<file path="config.mk">
export PLATFORM = sky130hd
export DESIGN_NAME = mux_array_pipe
export DESIGN_NICKNAME = d
export VERILOG_FILES = /design/src/rtl/mux_array_pipe.sv
export SDC_FILE = /design/constraint.sdc
export NUM_CORES = 1
export LEC_CHECK = 0
export ABC_AREA = 1
export BUFFER_PORTS_ARGS = -buffer_cell sky130_fd_sc_hd__buf_2
export CORE_MARGIN = 3
export CORE_UTILIZATION = 43
export DETAILED_ROUTE_END_ITERATION = 16
export PLACE_DENSITY = 0.85
export SKIP_LAST_GASP = 1
export SLEW_MARGIN = 20
export SYNTH_ARGS = -nofsm -noshare
export SYNTH_HDL_FRONTEND = slang
export SYNTH_SLANG_ARGS = --single-unit
</file>
<file path="constraint.sdc">
create_clock -name clk -period 1.7 [get_ports clk]
set_input_delay 0.255 -clock clk [delete_from_list [all_inputs] [get_ports clk]]
set_output_delay 0.255 -clock clk [all_outputs]
set_load 0.01 [all_outputs]
</file>
<file path="src/rtl/mux_array_pipe.sv">
// -----------------------------------------------------------------------------
// mux_array_pipe
//
// Registered, handshaked N-channel selector for the CompactRISC16 operand path.
// Each accepted transfer picks one WIDTH-bit word out of CHANNELS input words,
// either by the external select or by an internal round-robin scan pointer.
// The word is presented with the index of the channel that produced it through
// a one-stage valid/ready output register.
//
// Parameters
//   WIDTH     bits per channel word
//   CHANNELS  number of input channels (>= 2)
//   SEL_W     select/tag width, derived from CHANNELS (do not override)
//
// Ports
//   clk        rising-edge clock
//   reset_n    asynchronous active-low reset
//   mode       0 = external select, 1 = round-robin scan
//   sel        channel select used when mode = 0
//   in_data    channel k at [k*WIDTH +: WIDTH]
//   in_valid   source offers a transfer
//   in_ready   block accepts a transfer this cycle
//   out_data   selected word
//   out_chan   channel index that produced out_data
//   out_valid  out_data/out_chan are valid
//   out_ready  sink accepts the output this cycle
//
// Build option
//   MUX_ARRAY_PIPE_SKID_EN  adds a one-entry skid register so that in_ready
//                           comes straight from a flop and has no
//                           combinational path from out_ready.
// -----------------------------------------------------------------------------
module mux_array_pipe #(
   parameter int WIDTH    = 16,
   parameter int CHANNELS = 4,
   parameter int SEL_W    = $clog2(CHANNELS)
) (
   input  logic                      clk,
   input  logic                      reset_n,
   input  logic                      mode,
   input  logic [SEL_W-1:0]          sel,
   input  logic [CHANNELS*WIDTH-1:0] in_data,
   input  logic                      in_valid,
   output logic                      in_ready,
   output logic [WIDTH-1:0]          out_data,
   output logic [SEL_W-1:0]          out_chan,
   output logic                      out_valid,
   input  logic                      out_ready
);

   // A selected word travels together with the channel that produced it.
   typedef struct packed {
      logic [WIDTH-1:0] data;
      logic [SEL_W-1:0] chan;
   } word_t;

   localparam logic [SEL_W-1:0] PTR_LAST = SEL_W'(CHANNELS - 1);

   logic [SEL_W-1:0] ptr;
   logic [SEL_W-1:0] eff_chan;
   word_t            new_word;
   word_t            out_q;
   logic             accept;
   logic             out_free;

   // Channel select and data mux. An effective channel that names no
   // physical channel (non-power-of-2 CHANNELS) yields a zero word but
   // still reports the requested index as its tag.
   // NOTE: every variable written here gets a default first, so no path
   // through the loop can leave a value unassigned and infer a latch.
   always_comb begin
      eff_chan      = mode ? ptr : sel;
      new_word.data = '0;
      new_word.chan = eff_chan;
      for (int k = 0; k < CHANNELS; k++) begin
         if (eff_chan == SEL_W'(k)) begin
            new_word.data = in_data[k*WIDTH +: WIDTH];
         end
      end
   end

   // The output register may take a new word whenever it is empty or its
   // current word leaves this cycle.
   assign out_free = ~out_valid | out_ready;
   assign accept   = in_valid & in_ready;

   // Round-robin scan pointer: advances only on accepts made in scan mode
   // and survives mode changes, so a scan resumes where it left off.
   // NOTE: sequential state uses non-blocking assignments so every flop
   // samples pre-edge values regardless of block evaluation order.
   always_ff @(posedge clk or negedge reset_n) begin
      if (!reset_n) begin
         ptr <= '0;
      end else if (accept && mode) begin
         ptr <= (ptr == PTR_LAST) ? '0 : ptr + 1'b1;
      end
   end

`ifdef MUX_ARRAY_PIPE_SKID_EN

   // Skid build: a word accepted while the output is stalled parks in the
   // skid register. in_ready is the inverse of the skid-full flop, so it
   // only drops the cycle after the skid fills.
   word_t skid_q;
   logic  skid_full;

   assign in_ready = ~skid_full;

   always_ff @(posedge clk or negedge reset_n) begin
      if (!reset_n) begin
         out_q     <= '0;
         out_valid <= 1'b0;
         skid_q    <= '0;
         skid_full <= 1'b0;
      end else if (out_free) begin
         // The skid entry is older than anything arriving now, and no
         // accept can happen while it is full, so it always goes first.
         if (skid_full) begin
            out_q     <= skid_q;
            out_valid <= 1'b1;
            skid_full <= 1'b0;
         end else begin
            if (accept) begin
               out_q <= new_word;
            end
            out_valid <= accept;
         end
      end else if (accept) begin
         skid_q    <= new_word;
         skid_full <= 1'b1;
      end
   end

`else

   // Base build: a word can enter only when the output register is free,
   // which gives one word per cycle under continuous flow.
   assign in_ready = out_free;

   always_ff @(posedge clk or negedge reset_n) begin
      if (!reset_n) begin
         out_q     <= '0;
         out_valid <= 1'b0;
      end else if (accept) begin
         out_q     <= new_word;
         out_valid <= 1'b1;
      end else if (out_ready) begin
         out_valid <= 1'b0;
      end
   end

`endif

   assign out_data = out_q.data;
   assign out_chan = out_q.chan;

endmodule

</file>
==> results.sh <==
export IMPL_yosys_warnings=0
export IMPL_path_max_fanout=22
export IMPL_fp_dieW_um=63.9
export IMPL_area_growth_pct=34.5
export IMPL_first_pass_iters=4
export IMPL_place_area_um2=1900
export IMPL_drc=0
export IMPL_core_um2=3130
export IMPL_grt_overflow=0
export IMPL_synth_edff_count=0
export IMPL_grt_first_pass_wirelength_um=6570
export IMPL_wirelength_um=4120
export IMPL_fmax_ghz=0.694
export IMPL_cts_buffers=3
export IMPL_wl_per_cell_um=11.8
export IMPL_htree_levels=1
export IMPL_critPathMaxStageDelay_ps=370
export IMPL_worstHoldStart="out_ready"
export IMPL_cpMaxStageDelayCell="dfrtp_1"
export IMPL_peakVddDrop_v=0.000381
export IMPL_synth_commonest_cells="90 x nand2_1, 26 x inv_1, 21 x dfrtp_1"
export IMPL_place_congestion=0.836
export IMPL_powerDensity_nw_per_um2=973
export IMPL_cp_arrival_ps=1650
export IMPL_layoutNonFillerInstCount=349
export IMPL_die_area_um2=4090
export IMPL_crit_type="reg -> reg"
export IMPL_crit_start="ptr[0]"
export IMPL_slew_violations=0
export IMPL_synth_seq_area_share=0.364
export IMPL_num_rows=20
export IMPL_vias=1661
export IMPL_portBuffers=90
export IMPL_worstPathRequired_ps=1910
export IMPL_ys_ff_latch=21
export IMPL_crit_chain="inv_1 > nand2_2 > nand2_8 > inv_6 > nand2_4 > o21ai_0 > inv_1 > nand2_1 > nand2_1"
export IMPL_final_layout_size_suffix_gt1_frac=0.354
export IMPL_syn_nets=288
export IMPL_worst_pin_slew_ps=517
export IMPL_dr_first_iter_drc_count=79
export IMPL_slew_headroom=0.655
export IMPL_first_global_vias=1546
export IMPL_diodes=0
export IMPL_avgSynthCellArea_um2=6.68
export IMPL_end_kind="flip-flop"
export IMPL_initial_core_util=0.461
export IMPL_synth_flop_cell="dfrtp_1"
export IMPL_synth_top_area_frac=0.364
export IMPL_io_pins=91
export IMPL_insertion_delay_ps=300
export IMPL_synth_area_leaders="dfrtp_1 36%, nand2_1 23%, o21ai_0 6.9%, inv_1 6.8%, nand3_1 4.9%"
export IMPL_period_share=0.847
export IMPL_synth_area_um2=1440
export IMPL_fin_crit_ps=1440
export IMPL_finalSetupViolCount=0
export IMPL_post_cts_buffers=0
export IMPL_nFillCells=299
export IMPL_via_per_inst=4.76
export IMPL_synth_top_cell_by_area="dfrtp_1"
export IMPL_crit_family="simple AND/OR/NAND/NOR gates"
export IMPL_r2r_start="ptr[0]"
export IMPL_clkTransAtPathRegs_ps=120
export IMPL_rsz0062_at_grt="false"
export IMPL_yosysMostFrequentCell="nand2_1"
export IMPL_fin_nets=378
export IMPL_outcome="finished, final reports clean"
export IMPL_final_setup_tns_ps=0
export IMPL_track_usage=0.201
export IMPL_skew_ps=4.03
export IMPL_hold_ws_ps=225
export IMPL_antenna_found_initial=0
export IMPL_multi_input_area_um2=752
export IMPL_path_buf_inv=3
export IMPL_maxCapViolCount=0
export IMPL_hold_violations=0
export IMPL_fp_dieH_um=63.9
export IMPL_ant_nets=0
export IMPL_cts_max_path_buffers=2
export IMPL_cts_root_buf="clkbuf_4"
export IMPL_min_path_type="in -> reg"
export IMPL_cts_tree="yes"
export IMPL_fin_area_um2=1940
export IMPL_seqCellArea_um2=526
export IMPL_placed_cells=344
export IMPL_synth_distinct_cells=20
export IMPL_p_leak_nw=1.20
export IMPL_synthCells=216
export IMPL_grt_max_degree=23
export IMPL_dp_hpwl_um=3210
export IMPL_cts_sinks=21
export IMPL_startpoint_type="flip-flop"
export IMPL_synthArstFlopShare=1.00
-- worst paths after layout --
kind,endpoint,slack (ps),cells after the start
setup / recovery,out_data[11],260,9
hold / removal,out_valid,220,4
setup reg to reg,out_data[11],260,9
hold reg to reg,out_data[7],480,2
max in group asynchronous,out_data[2],940,2
min in group asynchronous,out_data[10],430,2
-- layer usage --
metal | share of wire | GRT usage | routed length, µm
met5 | 0 | 0 | 0
met4 | 0.021 | 0.0782 | 85
met3 | 0.066 | 0.0351 | 272
met2 | 0.50 | 0.346 | 2060
met1 | 0.41 | 0.247 | 1700
-- timing repair --
item	4_1_cts	5_1_grt
gates resized for setup	0	0
hold buffers	1	0
endpoints found under the hold margin	21	0
-- flip-flops by register name, summed over array words and instances, names as in the netlist --
register	count
out_data	16
out_chan	2
ptr	2
out_valid	1
-- per-stage QoR --
step | setup slack (ps) | total power [mW] | util
finish | 259 | 1.89 | 0.620
global route | 136 | 2.07 | 0.620
CTS | 276 | 1.90 | 0.620
detailed placement | 272 | 1.66 | 0.609
global placement | 311 | 1.64 | 0.609
floorplan | 398 | 1.35 | -
-- cell type report --
cell class,instances,share of cell area
Clock buffer,4,0.0135
Inverter,29,0.0587
Multi-Input combinational cell,159,0.387
Sequential cell,21,0.271
Tap cell,44,0.0284
Timing Repair Buffer,92,0.241
-- power breakdown --
part	switching, mW	total, mW	internal [mW]
clock network	0.150	0.241	0.0914
registers	0.0805	0.732	0.651
logic	0.560	0.915	0.356
-- worst register-to-register path: cells and delay by family (launching register included) --
family	cells	cell delay [ps]
AOI/OAI and AO/OA	1	190
buffers and inverters	3	240
DFF	1	370
and+or+nand+nor	5	560
-- cells by family (layout without fill, tap and decap cells) --
family / Yosys count / in the layout / synth area share
flip-flops: 21 / 21 / 0.364
AO/OA/AOI/OAI: 34 / 34 / 0.128
buffers and inverters: 36 / 125 / 0.114
adder cells (fa/ha/maj): 1 / 1 / 0.00867
AND/OR/NAND/NOR: 124 / 124 / 0.384
-- cells in the final DEF (no fill, tap or decap) --
cell and instances:
o21ai_1 10, o21ai_0 20, inv_2 2, nand4_1 2
clkbuf_1 1, nand2_2 2, buf_4 1, nand2_4 3
nand2_1 90, inv_6 1, inv_1 26, dlygate4sd3_1 1
nor2_1 7, clkbuf_4 3, nand3b_1 4, buf_2 90
nand3_1 14, dfrtp_1 21, o21ai_2 4, nor2_4 1
nand2_8 1, ha_1 1
Note: power is estimated with default switching activity, not from simulation.
